==> src/rtl/alu_div_seq.sv <==
// Sequential 8-bit unsigned restoring divider driving an external combinational ALU.
// Latency: 9 edges from accept for a nonzero divisor, 1 edge for divisor 0. Result held until out_ready.
module alu_div_seq #(
    parameter int WIDTH = 8
) (
    input  logic             clk,
    input  logic             rst_n,
    input  logic             in_valid,
    output logic             in_ready,
    input  logic [WIDTH-1:0] dividend,
    input  logic [WIDTH-1:0] divisor,
    output logic             out_valid,
    input  logic             out_ready,
    output logic [WIDTH-1:0] quotient,
    output logic [WIDTH-1:0] remainder,
    output logic             div_by_zero,
    output logic [1:0]       alu_op,
    output logic [WIDTH-1:0] alu_i0,
    output logic [WIDTH-1:0] alu_i1,
    input  logic [WIDTH-1:0] alu_o,
    input  logic             alu_cout
);

    localparam int CW = $clog2(WIDTH);

    typedef enum logic [1:0] {
        IDLE = 2'd0,
        ITER = 2'd1,
        DONE = 2'd2
    } state_t;

    state_t            state_q, state_d;
    logic [WIDTH-1:0]  r_q, r_d;
    logic [WIDTH-1:0]  q_q, q_d;
    logic [WIDTH-1:0]  d_q, d_d;
    logic [CW-1:0]     cnt_q, cnt_d;
    logic [WIDTH-1:0]  quot_q, quot_d;
    logic [WIDTH-1:0]  rem_q, rem_d;
    logic              dbz_q, dbz_d;

    logic [WIDTH-1:0]  shift;
    logic              take;
    logic [WIDTH-1:0]  r_nxt;
    logic [WIDTH-1:0]  q_nxt;

    always_comb begin
        state_d = state_q;
        r_d     = r_q;
        q_d     = q_q;
        d_d     = d_q;
        cnt_d   = cnt_q;
        quot_d  = quot_q;
        rem_d   = rem_q;
        dbz_d   = dbz_q;
        alu_op  = 2'b00;
        alu_i0  = '0;
        alu_i1  = '0;
        shift   = {r_q[WIDTH-2:0], q_q[WIDTH-1]};
        // A set R msb would mean the shifted value overflowed past D, so a
        // subtract is forced; the invariant keeps this bit clear in practice.
        take    = alu_cout | r_q[WIDTH-1];
        r_nxt   = take ? alu_o : shift;
        q_nxt   = {q_q[WIDTH-2:0], take};

        case (state_q)
            IDLE: begin
                if (in_valid) begin
                    d_d   = divisor;
                    q_d   = dividend;
                    r_d   = '0;
                    cnt_d = '0;
                    if (divisor == '0) begin
                        state_d = DONE;
                        quot_d  = '1;
                        rem_d   = dividend;
                        dbz_d   = 1'b1;
                    end else begin
                        state_d = ITER;
                    end
                end
            end
            ITER: begin
                alu_op = 2'b01;
                alu_i0 = shift;
                alu_i1 = d_q;
                r_d    = r_nxt;
                q_d    = q_nxt;
                cnt_d  = cnt_q + CW'(1);
                if (cnt_q == CW'(WIDTH - 1)) begin
                    state_d = DONE;
                    quot_d  = q_nxt;
                    rem_d   = r_nxt;
                    dbz_d   = 1'b0;
                end
            end
            DONE: begin
                if (out_ready) begin
                    state_d = IDLE;
                end
            end
            default: state_d = IDLE;
        endcase
    end

    always_ff @(posedge clk or negedge rst_n) begin
        if (!rst_n) begin
            state_q <= IDLE;
            r_q     <= '0;
            q_q     <= '0;
            d_q     <= '0;
            cnt_q   <= '0;
            quot_q  <= '0;
            rem_q   <= '0;
            dbz_q   <= 1'b0;
        end else begin
            state_q <= state_d;
            r_q     <= r_d;
            q_q     <= q_d;
            d_q     <= d_d;
            cnt_q   <= cnt_d;
            quot_q  <= quot_d;
            rem_q   <= rem_d;
            dbz_q   <= dbz_d;
        end
    end

    assign in_ready    = (state_q == IDLE);
    assign out_valid   = (state_q == DONE);
    assign quotient    = quot_q;
    assign remainder   = rem_q;
    assign div_by_zero = dbz_q;

endmodule

==> config.mk <==
export PLATFORM = sky130hd
export DESIGN_NAME = alu_div_seq
export DESIGN_NICKNAME = d
export VERILOG_FILES = /design/src/rtl/alu_div_seq.sv
export SDC_FILE = /design/constraint.sdc
export NUM_CORES = 1
export LEC_CHECK = 0
export CORE_MARGIN = 2
export CORE_UTILIZATION = 42
export DETAILED_ROUTE_END_ITERATION = 6
export DONT_BUFFER_PORTS = 1
export GPL_TIMING_DRIVEN = 0
export PLACE_DENSITY = 0.63
export SYNTH_ARGS = -nofsm -noshare
export SYNTH_HDL_FRONTEND = slang
export SYNTH_SLANG_ARGS = --single-unit
==> constraint.sdc <==
create_clock -name clk -period 1.88 [get_ports clk]
set_clock_uncertainty 0.15 [all_clocks]
set_input_delay 0.376 -clock clk [delete_from_list [all_inputs] [get_ports clk]]
set_output_delay 0.376 -clock clk [all_outputs]
set_load 0.01 [all_outputs]
==> results.txt, run 1 <==
----------------------------------------------------
[Status]
  Status ... finished with violations
  Violations in the final reports ... negative setup slack

[Critical path]
  Ordered cell list for the critical path ... or3b_1, buf_6, buf_6, o31ai_4, buf_12, mux2i_1
  Critical Path Sink Type ... register
  Cell repeated most along the worst path ... sky130_fd_sc_hd__buf_6
  Worst path arrival time ... slightly above 2 ns
  Worst EP required ... ~2.0 ns
  Startpoint of the worst setup timing path ... state_q[0]
  Delay of the slowest critical-path stage ... about 0.45 ns
  Path depth of the worst reg2reg path ... 6
  Crit Path Category ... register to register
  Critical-path cell with the highest stage delay ... sky130_fd_sc_hd__dfrtp_2
  Startpoint type of the worst setup path ... register
  Largest fanout on the critical path ... 8
  Startpoint of the worst register-to-register path ... state_q[0]

[Detailed routing]
  Detail-routed via count per cell ... approximately 6
  DRC viols ... 0
  Top metal layer carrying routed signals ... met4
  Met2 WL post-DR ... 3160 um
  Number of DRC markers in iteration 0 ... 134
  First-pass iteration count of the detailed router ... 4
  DRT met1 WL ... ~3000 um
  Total number of vias ... 2032
  Post-route ant nets ... 0
  Total met3 wirelength after detailed routing ... ~440 um
  Sum of routed wire length over all layers ... between 6000 and 7000 um
  Detailed-route wire length per cell ... 19.2 um

[Timing]
  Pin slew with the least headroom to its limit ... 0.695 ns
  Final critical-path required period ... between 1.5 and 2 ns
  Tightest slew margin relative to the limit ... 0.537
  Final setup violation count ... 14
  Maximum frequency from static timing analysis ... 517 MHz
  Sum Neg Setup Slack ... -0.299 ns
  Worst hold-check slack ... 0.0264 ns
  Total count of max-transition violations in the final report ... 0
  Hold Vio Cnt, Final ... 0
  Final period utilization ... 1.03
  Post-route setup slack ... -0.0549 ns
  Setup repair after global routing missed its margin ... true

[Finish]
  Util after Layout ... 0.568
  Diodes inserted ... 0
  Total number of nets in the final design ... 308
  Final cell area excluding filler cells ... around 3000 um2
  Fill cells ... 483
  Area growth, synth to finish ... 28.1%
  Fraction of final layout cells sized beyond drive strength 1 ... 0.277
  Most frequent cells in the layout ... sky130_fd_sc_hd__nand2_1 (44), sky130_fd_sc_hd__dfrtp_1 (44), sky130_fd_sc_hd__nor2_1 (17), sky130_fd_sc_hd__buf_4 (17), sky130_fd_sc_hd__and2_4 (16)

[Pwr]
  Total power ... 5.19 mW
  Leakage dissipation ... around 1.3 nW
  Power per standard cell area ... roughly 1800 nW/um2
  Worst IR Drop VDD ... 0.000743 V

[Floorplanning]
  Core Box Area ... approximately 5200 um2
  Placement Rows ... 26
  Die outline height ... around 78 um
  Starting Density ... 0.443
  Number of top-level pins ... between 60 and 70
  Die Area ... 6100 um2
  Floorplan die width ... between 70 and 80 um

[CTS]
  Clock slew seen by the registers of the worst setup and hold paths ... around 0.09 ns
  # clock sinks ... 46
  Buffer cell driving the clock tree root ... sky130_fd_sc_hd__clkbuf_8
  Skew-Pair Late Insertion Delay ... about 0.31 ns
  Number of buffers created by CTS ... 5
  H-tree level count ... 2
  Clock tree from TritonCTS ... built
  Maximum clock path buffer count ... 2

[Placed design]
  Number of port buffers ... 0
  Area post-placement ... between 2000 and 2500 um2
  Gpl congestion ... 0.809
  HPWL after detailed placement ... between 4000 and 5000 um

[Synth]
  Ys Warns ... 0
  Cell area after technology mapping ... approximately 2300 um2
  Net count after synthesis ... 280
  Sequential fraction of the synthesis area ... 0.499
  Syn_area_per_cell ... between 9 and 10 um2
  Netlist cell types ... 35
  Most used flip-flop cell after synthesis ... sky130_fd_sc_hd__dfrtp_1
  Register bit total from synthesis ... 46
  Synthesized instance count ... around 250
  Number of synthesized flops with an enable pin ... 0
  Share of flip-flops with an asynchronous set or reset after synthesis ... 1.00

[Min path]
  Startpoint of the most critical hold path ... divisor[5]
  Worst Hold Path Cells ... 2
  Kind of path behind the tightest hold check ... input port to register

[GRT]
  Wire length of the first global-routing pass ... between 10000 and 15000 um
  Total track usage ... 0.218
  Total global routing overflow ... 0
  Maximum number of pins on one net before global-route repair ... 47
  Number of antenna violations at the first check in global routing ... 0
  Via count of the first global-routing pass ... just under 2000

[Flow run]
  Max capacitance violation total ... 0

----------------------------------------------------
## timing repair
action	CTS	global route
cloned	2	1
hold buffers	2	1
gates resized for setup	43	29
pin swaps	8	14
endpoints found under the setup margin	46	48
buffers inserted	10	8
endpoints found under the hold margin	46	1
## cell type report
class	count	area [um2]	share of cell area
clock inverters	3	43.8	0.0148
clock buffers	5	68.8	0.0233
multi-input cells	175	1180	0.401
flip-flops and latches	46	1150	0.391
repair buffers	24	239	0.0809
plain buffers	19	149	0.0504
well taps	70	87.6	0.0296
inverters	6	27.5	0.00932
## routing by layer
layer	track usage	up-vias
met3	0.0586	11
met2	0.328	79
li1	-	931
met1	0.306	1011
met4	0.0719	0
met5	0	-
## where the power goes
part / internal [mW] / leakage, nW / total, mW / switching, mW
logic: 1.20 / 0.694 / 2.52 / 1.32
clock network: 0.399 / 0.0585 / 0.766 / 0.367
registers: 1.45 / 0.546 / 1.90 / 0.456
total: 3.04 / 1.30 / 5.19 / 2.14
## cell usage after synthesis (2+ instances only)
cell	count	area (um2)
sky130_fd_sc_hd__mux2i_1	2	20.0
sky130_fd_sc_hd__nor2_1	17	63.8
sky130_fd_sc_hd__a31oi_1	8	50.1
sky130_fd_sc_hd__nor2b_1	2	12.5
sky130_fd_sc_hd__o31ai_1	8	60.1
sky130_fd_sc_hd__o21a_1	9	67.6
sky130_fd_sc_hd__or4_1	2	15.0
sky130_fd_sc_hd__a21oi_1	8	40.0
sky130_fd_sc_hd__nand2b_1	3	18.8
sky130_fd_sc_hd__nand3_1	10	50.1
sky130_fd_sc_hd__o311ai_0	8	70.1
sky130_fd_sc_hd__clkbuf_1	16	60.1
sky130_fd_sc_hd__o21ai_0	11	55.1
sky130_fd_sc_hd__a211oi_1	8	60.1
sky130_fd_sc_hd__dfrtp_1	46	1150
sky130_fd_sc_hd__inv_1	5	18.8
sky130_fd_sc_hd__buf_6	3	33.8
sky130_fd_sc_hd__nand2_1	44	165
sky130_fd_sc_hd__and2_1	16	100
sky130_fd_sc_hd__o22a_1	7	61.3
sky130_fd_sc_hd__ha_1	2	25.0
## cell families (layout without fill, tap and decap cells)
group                    Yosys count  in the layout  synth area share
AND/OR/NAND/NOR                   99             99             0.202
AO/OA/AOI/OAI                     71             71             0.220
flip-flops                        46             46             0.499
buffers and inverters             28             57            0.0575
adder cells (fa/ha/maj)            2              2            0.0109
multiplexers                       2              2           0.00868
other                              1              1           0.00163
## sequential cells by signal, summed over array words and instances, names as in the netlist
name,cells
quotient,8
state_q,2
q_q,8
remainder,8
div_by_zero,1
cnt_q,3
d_q,8
r_q,8
## critical path: cells and delay by family (launching register included)
family	cells	cell delay [ns]
AOI/OAI and AO/OA	1	0.26
buffers and inverters	3	0.42
and+or+nand+nor	1	0.40
muxes	1	0.17
DFF	1	0.45
## path summary, 6_finish.rpt
kind | slack [ns] | to
min in group asynchronous | 0.43 | state_q[1]
max in group asynchronous | 0.93 | d_q[7]
hold reg to reg | 0.33 | d_q[2]
setup / recovery | -0.05 | quotient[0]
setup reg to reg | -0.05 | quotient[0]
hold / removal | 0.03 | d_q[5]
## metrics by stage
| stage | worst slack (ns) | std cells |
|---|---|---|
| finish | -0.0549 | 348 |
| global route | -0.120 | 348 |
| CTS | -0.0680 | 339 |
| detailed placement | -0.308 | 319 |
| global placement | -0.302 | 319 |
| floorplan | -0.00702 | 249 |
Note: power is estimated with default switching activity, not from simulation.
==> inputs of run 2 (changes only) <==
--- a/config.mk
+++ b/config.mk
@@ -12,3 +12,3 @@
 export GPL_TIMING_DRIVEN = 0
-export PLACE_DENSITY = 0.63
+export PLACE_DENSITY_LB_ADDON = 0.15
 export SYNTH_ARGS = -nofsm -noshare
--- a/constraint.sdc
+++ b/constraint.sdc
@@ -4,2 +4,2 @@
 set_output_delay 0.376 -clock clk [all_outputs]
-set_load 0.01 [all_outputs]
+set_load 0.005 [all_outputs]
==> run 2 against run 1 <==
  * Critical path depth is 2 lower
  * Final area decreased by 3.9%
  * Clock power decreased by 13%
  * The flow still finishes with violations (negative setup slack)
  * Routed wire length is 3.5% lower
  * Sequential share of layout area up 1.6 points
  * Register-to-register slack better by 0.02 ns
  * Global-route usage is 0.19 points higher
  * Die area did not move
  * Critical endpoint is now remainder[2]
  * Power down 11%
==> results.txt, run 2 (synthesis gave the netlist of run 1 again) <==
----------------------------------------------------
[Pwr]
  Total power ... about 4.6 mW
  Power per standard cell area ... roughly 1600 nW/um2
  Leakage dissipation ... ~1.2 nW
  Worst IR Drop VDD ... 0.000639 V
  Part of the total power dissipated in the clock network ... 0.143
  Switching part of the total ... 0.419
  Share of power burned in combinational logic ... 0.462
  Share of power burned in registers ... 0.395
  Internal power contribution ... roughly 2.7 mW
  Net Switching ... around 1.9 mW

[Timing]
  Setup repair after global routing missed its margin ... true
  Final critical-path required period ... ~2 ns
  Hold Vio Cnt, Final ... 0
  Final period utilization ... 1.06
  Post-route setup slack ... -0.111 ns
  Total count of max-transition violations in the final report ... 0
  Maximum frequency from static timing analysis ... ~500 MHz
  Pin slew with the least headroom to its limit ... 0.665 ns
  Tightest slew margin relative to the limit ... 0.557
  Final setup violation count ... 3
  Worst hold-check slack ... approximately 0.021 ns

[Detailed routing]
  DRC viols ... 0
  Number of DRC markers in iteration 0 ... between 100 and 150
  Detailed-route wire length per cell ... 19.0 um
  First-pass iteration count of the detailed router ... 4
  Total number of vias ... 1918
  Top metal layer carrying routed signals ... met4
  Total met3 wirelength after detailed routing ... approximately 430 um
  Met2 WL post-DR ... 3050 um
  DRT met1 WL ... between 2000 and 3000 um
  Detail-routed via count per cell ... 5.64
  Post-route ant nets ... 0
  Sum of routed wire length over all layers ... 6460 um

[Placed design]
  Number of port buffers ... 0
  DP Cell Count ... between 300 and 400
  Placement-stage worst setup slack ... -0.316 ns
  HPWL after detailed placement ... a little over 4000 um
  Gpl congestion ... 0.841
  Area post-placement ... roughly 2400 um2

[CTS]
  Skew-Pair Late Insertion Delay ... ~0.30 ns
  Clock slew seen by the registers of the worst setup and hold paths ... 0.09 ns
  # clock sinks ... 46
  Buffer cell driving the clock tree root ... sky130_fd_sc_hd__clkbuf_8
  Maximum clock path buffer count ... 2
  Clock tree from TritonCTS ... built
  H-tree level count ... 2
  Number of buffers created by CTS ... 5

[Finish]
  Area growth, synth to finish ... 23.2%
  Final Non-Filler Cells ... 340
  Fill cells ... 473
  Multi-input combinational cell area ... 1160 um2
  Sequential standard cell area ... roughly 1200 um2
  Total number of nets in the final design ... 300
  Diodes inserted ... 0
  Fraction of final layout cells sized beyond drive strength 1 ... 0.204
  Final cell area excluding filler cells ... 2840 um2
  Most frequent cells in the layout ... sky130_fd_sc_hd__nand2_1 (44), sky130_fd_sc_hd__dfrtp_1 (44), sky130_fd_sc_hd__nor2_1 (16), sky130_fd_sc_hd__and2_1 (15), sky130_fd_sc_hd__buf_4 (12)

[Critical path]
  Worst EP required ... around 1.9 ns
  Startpoint type of the worst setup path ... input port
  Critical Path Sink Type ... register
  Worst path arrival time ... 2.01 ns
  Critical-path cell with the highest stage delay ... sky130_fd_sc_hd__or4_1
  Ordered cell list for the critical path ... or4_1, clkbuf_1, o311ai_1, o31ai_4
  Crit Path Category ... input port to register
  Startpoint of the worst register-to-register path ... state_q[0]
  Startpoint of the worst setup timing path ... divisor[1]
  Largest fanout on the critical path ... 10
  Delay of the slowest critical-path stage ... around 0.63 ns

[Floorplanning]
  Starting Density ... 0.443
  Die Area ... ~6100 um2
  Floorplan die width ... 78.1 um
  Placement Rows ... 26
  Number of top-level pins ... 66
  Core Box Area ... 5200 um2
  Die outline height ... between 70 and 80 um

[GRT]
  Total track usage ... 0.220
  Number of antenna violations at the first check in global routing ... 0
  Via count of the first global-routing pass ... 1945
  Maximum number of pins on one net before global-route repair ... 47
  Total global routing overflow ... 0
  Wire length of the first global-routing pass ... 10300 um

[Min path]
  Startpoint of the most critical hold path ... out_ready
  Kind of path behind the tightest hold check ... input port to register

[Status]
  Status ... finished with violations
  Violations in the final reports ... negative setup slack

[Flow run]
  Max capacitance violation total ... 0

----------------------------------------------------
## run 2: cell count changes in the layout (fill, tap and decap cells not counted), moves of 3 or more
cell	before	now
sky130_fd_sc_hd__o311ai_2	1	4
sky130_fd_sc_hd__and2_4	16	1
sky130_fd_sc_hd__clkbuf_2	4	1
sky130_fd_sc_hd__buf_4	17	12
sky130_fd_sc_hd__and2_1	0	15
## run 2: timing repair
item | in CTS | in global routing
pin swaps | 9 | 10
endpoints found under the hold margin | 46 | 0
hold buffers | 2 | 0
buffers inserted | 9 | 4
gates cloned | 2 | 0
gates resized for setup | 30 | 21
endpoints found under the setup margin | 50 | 46
## run 2: power groups by stage
stage          Sequential, mW  Combinational (mW)  Clock, mW
3_5_place_dp             1.80                1.64          0
6_report                 1.83                2.14      0.664
5_1_grt                  1.90                2.39      0.728
3_3_place_gp             1.79                1.61          0
4_1_cts                  1.80                1.97      0.675
2_1_floorplan            1.69                1.27          0
## run 2: layer usage
metal / track usage / vias up
met1: 0.307 / 939
met4: 0.0807 / 0
met3: 0.0552 / 6
li1: - / 913
met2: 0.331 / 60
met5: 0 / -
## run 2: area by class of cell
type                       count  area share
multi-input combinational    175       0.409
sequential                    46       0.406
timing repair buffer          17      0.0652
buffer                        18      0.0449
tap                           70      0.0308
clock buffer                   6      0.0291
inverter                       6     0.00881
clock inverter                 2     0.00573
## run 2: worst paths after layout
path / to / slack (ns) / cells past startpoint
min in group asynchronous: q_q[1] / 0.44 / 2
worst max register to register: remainder[4] / -0.03 / 5
worst min register to register: d_q[1] / 0.32 / 2
worst min-delay path: state_q[1] / 0.02 / 1
max in group asynchronous: state_q[1] / 0.92 / 2
worst max-delay path: remainder[2] / -0.11 / 4
## run 2: per-stage QoR
stage / utilization / setup TNS, ns
global route: 0.546 / -0.588
floorplan: - / -0.0140
finish: 0.546 / -0.152
detailed placement: 0.460 / -8.44
global placement: 0.460 / -7.85
CTS: 0.522 / -0.0387
## run 2: worst max-delay path, delay by kind of cell
family	cells	cell delay [ns]
AO/OA/AOI/OAI	2	0.65
buffers and inverters	1	0.35
AND/OR/NAND/NOR	1	0.63
==> patch 1, RTL diff (config.mk and constraints of run 1) <==
The 3 states of `state_t` get a one-hot encoding in 3 bits.
--- a/src/rtl/alu_div_seq.sv
+++ b/src/rtl/alu_div_seq.sv
@@ -25,6 +25,6 @@
 
-    typedef enum logic [1:0] {
-        IDLE = 2'd0,
-        ITER = 2'd1,
-        DONE = 2'd2
+    typedef enum logic [2:0] {
+        IDLE = 3'b001,
+        ITER = 3'b010,
+        DONE = 3'b100
     } state_t;
Check against the original RTL: same outputs for any inputs over 10 cycles, from zero or initial values and one cycle with rst_n low; not proved beyond that.
==> patch 1 against run 1 <==
The flow still finishes with violations (negative setup slack); synthesized area fell by 5.4%; sequential cell count rose by 1; synthesized cell count fell by 20%; design area fell by 2.2%; register-to-register slack got worse by 0.04 ns; worst setup slack got worse by 0.11 ns; via count fell by 18%; total power fell by 25%; clock power rose by 13%; wire length fell by 14%; critical path type is now reg2out; largest cell class is now flip-flops and latches; largest power group is now registers; highest routed layer unchanged.
==> patch 1: results (changes against run 1) <==
[worst_setup_path]
r2r_slack_ns=-0.09  ; -0.04 ns
critPathMaxFanout=6  ; -2
crit_arrival_ns=1.52  ; -0.50 ns
crit_path_end=alu_i0[1]
cp-startpoint=state_q[0]$_DFFE_PN1P_
end_kind=primary output
r2r_cells=8  ; +2
timing.rr.end=remainder[6]$_DFFE_PN0P_

[synthesis]
seq_area_frac_synth_pct=54.0  ; +4.0 points
ys_types=38  ; +8.6%
yosys-top-cells-area=dfrtp_1 (53%), and2_1 (4.6%), mux2_2 (4.1%)
ys_top_cells_by_count=dfrtp_1 (46), nand2_1 (19), and2_1 (16)
synth_edf_count=0  ; unchanged
mappedNetlistNets=229  ; -18%

[placed_design]
gp_congestion=0.772  ; -4.6%
pre_cts_ws_ns=-0.257  ; +0.0509 ns
hpwl_mm=3.63  ; -13%

[drt]
first_pass_iters=4  ; unchanged
routed_wirelength_mm=5.79  ; -14%
drt-initial-drc-count=122  ; -9.0%
vias_per_cell=5.53  ; -5.4%

[global_routing]
grt_max_degree=48  ; +2.1%
globalRoute.totalOverflow=0  ; unchanged
grt_pass1_vias=1756  ; -10%
grt_pass1_wl_mm=9.38  ; -8.0%
grtUsageTotal_pct=20.9  ; -0.93 points

[sta]
tightest_slew_ns=0.812  ; +0.117 ns
setup-violations-final=31  ; +17
fin_ws_ns=-0.166  ; -0.111 ns
tns_ns=-3.23  ; -2.93 ns

[power_and_ir_drop]
peakVddDrop_v=0.000634  ; -15%
p_leak_nw=1.35  ; +3.7%

[outcome]
status=finished with violations
failed_checks=negative setup slack

[finish]
drive_above_1_share_pct=35.2  ; +7.5 points
fillers=446  ; -7.7%
layout.nets=260  ; -16%

[clock_network]
clk_latency_ns=0.29  ; -0.02 ns
cts_made_buffers=5  ; unchanged
path_clk_slew_ns=0.09  ; about the same

[patch 1: changes by cell type after synthesis, sizes merged, moves of 9 or more]
cell	change
clkbuf	-9
nand2	-24
nand3	-9
o31ai	-9
[patch 1: what timing repair did]
action	in CTS	in global routing
cloned	4	2
setup endpoints to repair	59	55
hold buffers	2	0
buffers inserted	12	8
gates resized for setup	46	14
pin swaps	25	8
hold endpoints to repair	47	0
[patch 1: cell families (layout without fill, tap and decap cells)]
group / after synthesis / count (layout) / synth area share [%]
other cells: 1 / 1 / 0.172
buf+inv: 15 / 45 / 4.07
mux: 16 / 16 / 7.80
simple gates: 65 / 66 / 16.4
flops: 47 / 47 / 54.0
compound gates: 52 / 53 / 16.5
fa+ha+maj: 2 / 2 / 1.15
[patch 1: layout make-up]
class                           count  share of cell area [%]
Inverter                            3                   0.650
Tap cell                           70                    3.03
Clock inverter                      2                    2.08
Buffer                              9                    3.86
Multi-Input combinational cell    138                    36.8
Sequential cell                    47                    40.8
Timing Repair Buffer               25                    10.3
Clock buffer                        6                    2.51
[patch 1: per-stage QoR]
step           hold WS, ns  total power [W]  area [µm²]  std cells
2_1_floorplan      -0.0696          0.00234        2180        198
5_1_grt             0.0688          0.00412        2890        300
3_3_place_gp       -0.0688          0.00256        2270        268
3_5_place_dp       -0.0687          0.00259        2270        268
6_report            0.0802          0.00390        2890        300
4_1_cts             0.0740          0.00388        2780        292
[patch 1: power breakdown]
group	switching (W)	internal (W)
Combinational	0.000685	0.000725
Sequential	0.000270	0.00136
Clock	0.000333	0.000532
[patch 1: per-layer routing]
metal  global-route usage, %  wire length [µm]  vias to the layer above
li1                        -                 -                      776
met1                    26.6              2420                      818
met2                    33.7              2850                       56
met3                    6.87               394                        8
met4                    6.91               116                        0
met5                       0                 0                        -
[patch 1: critical path, stage by stage (launching register included)]
cell	delay, ns
dfstp_2	0.39
or3b_4	0.44
inv_8	0.09
clkbuf_16	0.15
and2_4	0.16
[patch 1: worst min path at each step]
stage | from | end | slack (ns) | depth (start not counted)
after floorplan | rst_n | cnt_q[0]$_DFFE_PN0P_ | -0.07 | 0
after global placement | rst_n | d_q[3]$_DFFE_PN0P_ | -0.07 | 0
after detailed placement | rst_n | d_q[2]$_DFFE_PN0P_ | -0.07 | 0
after CTS | divisor[4] | d_q[4]$_DFFE_PN0P_ | 0.07 | 1
after global routing | divisor[6] | d_q[6]$_DFFE_PN0P_ | 0.07 | 1
final | divisor[5] | d_q[5]$_DFFE_PN0P_ | 0.08 | 1
==> patch 2, RTL diff (settings of run 1) <==
Without the edit above. `WIDTH`: 8 -> 4.
--- a/src/rtl/alu_div_seq.sv
+++ b/src/rtl/alu_div_seq.sv
@@ -3,3 +3,3 @@
 module alu_div_seq #(
-    parameter int WIDTH = 8
+    parameter int WIDTH = 4
 ) (
Interface: changed (7 resized); port bits go from 66 to 38. No check against the original RTL was run, so the function may have changed too.
==> patch 2 against run 1 <==
Wire length decreased by 61%; fmax grew 5.2%; sequential cell count down 21; total power is 51% lower; synthesized area shrank 48%; design area fell by 51%; count of clock-buffer cells in the layout down 2; worst setup slack better by 0.095 ns.
==> patch 2: results (changes against run 1) <==
[synthesis]
ys_top_cells_by_count=dfrtp_1 (25), nand2_1 (10), o21ai_0 (10)
mappedNetlistNets=129  ; -54%
yosys-top-cells-area=dfrtp_1 (53%), mux2i_1 (6.7%), and2_1 (4.2%)
ys_types=30  ; -14%
synth_edf_count=0  ; unchanged
seq_area_frac_synth_pct=52.5  ; +2.6 points
yosysWarnings=0  ; unchanged
synthCells=111  ; -55%

[placed_design]
pre_cts_ws_ns=-0.266  ; +0.0420 ns
hpwl_mm=1.76  ; -58%
dpl.cell_count=142  ; -55%
gp_congestion=0.765  ; -5.5%

[finish]
drive_above_1_share_pct=28.9  ; +1.2 points
diodes=0  ; unchanged
layout.nets=147  ; -52%

[drt]
routed_wirelength_mm=2.63  ; -61%
met3_length_um=211  ; -52%
m1WireLength_mm=1.13  ; -62%
first_pass_iters=4  ; unchanged
drt-initial-drc-count=39  ; -71%
dr_wl_met2_mm=1.25  ; -61%
via_count=869  ; -57%
vias_per_cell=5.47  ; -6.4%

[clock_network]
cts_made_buffers=3  ; -2
path_clk_slew_ns=0.16  ; +0.07 ns
cts.htree.levels=1  ; -1
ctsRootBufferMaster=clkbuf_4
clk_latency_ns=0.34  ; +0.03 ns
cts_buffer_depth=2  ; unchanged

[power_and_ir_drop]
peakVddDrop_v=0.000830  ; +12%
p_leak_nw=0.645  ; -50%

[sta]
max_freq_mhz=543  ; +5.2%
tightest_slew_ns=0.864  ; +0.169 ns

[outcome]
status=completed

[global_routing]
grtUsageTotal_pct=16.1  ; -5.7 points
grt_pass1_wl_mm=4.00  ; -61%
grt_pass1_vias=841  ; -57%
grt_max_degree=26  ; -45%

[worst_hold_path]
hp-class=in2reg

[worst_setup_path]
timing.rr.end=state_q[1]$_DFFE_PN0P_
critPathMaxFanout=5  ; -3
r2r_start=state_q[1]$_DFFE_PN0P_
r2r_slack_ns=0.12  ; +0.17 ns
crit_arrival_ns=1.31  ; -0.71 ns
crit_path_end=alu_i0[0]

[patch 2: area by class of cell]
class / instances / area [µm²]
plain buffers: 5 / 48.8
clock buffers: 3 / 22.5
clock inverters: 1 / 7.51
fillers: 239 / 1300
inverters: 9 / 41.3
multi-input cells: 73 / 531
flip-flops and latches: 25 / 627
well taps: 31 / 38.8
repair buffers: 12 / 120
[patch 2: worst min-delay path by stage]
stage                startpoint                       end  slack, ns  depth (start not counted)
floorplan                 rst_n      cnt_q[0]$_DFFE_PN0P_      -0.07                          0
global placement          rst_n   div_by_zero$_DFFE_PN0P_      -0.07                          0
detailed placement        rst_n        d_q[2]$_DFFE_PN0P_      -0.07                          0
CTS                 dividend[2]  remainder[2]$_DFFE_PN0P_       0.04                          2
global route         divisor[0]        d_q[0]$_DFFE_PN0P_       0.03                          1
finish              dividend[3]  remainder[3]$_DFFE_PN0P_       0.04                          2
[patch 2: critical path, cell delays in order, from the launching register on]
cell,delay [ns]
dfrtp_1,0.42
buf_6,0.14
nand2b_4,0.09
inv_8,0.05
clkbuf_16,0.14
and2_4,0.16
[patch 2: timing repair]
action                                  CTS  global route
buffers inserted                          2             6
endpoints found under the setup margin    9            10
hold buffers                              2             0
hold endpoints to repair                 25             0
gates cloned                              0             3
pin swaps                                 0             5
gates resized for setup                   8            11
[patch 2: layer usage]
layer  up-vias  GRT usage [%]
li1        421              -
met1       411           21.4
met2        32           24.6
met3         5           4.76
met4         0           6.98
met5         -              0
[patch 2: power by group]
part	internal [W]	switching [W]	leakage, nW
combinational	0.000666	0.000592	0.333
sequential	0.000795	0.000209	0.297
clock	0.0000816	0.000175	0.0139
[patch 2: logic make-up after synthesis]
group	synth area share, %
and+or+nand+nor	15.3
DFF	52.5
AOI/OAI and AO/OA	14.3
buffers and inverters	5.99
muxes	10.5
adders and majority gates	1.05
other	0.315
[patch 2: per-stage QoR]
step	area [µm²]	TNS [ns]
after CTS	1330	0
after detailed placement	1230	-2.11
after global routing	1440	-0.0466
final	1440	0
after global placement	1230	-1.91
after floorplan	1190	0
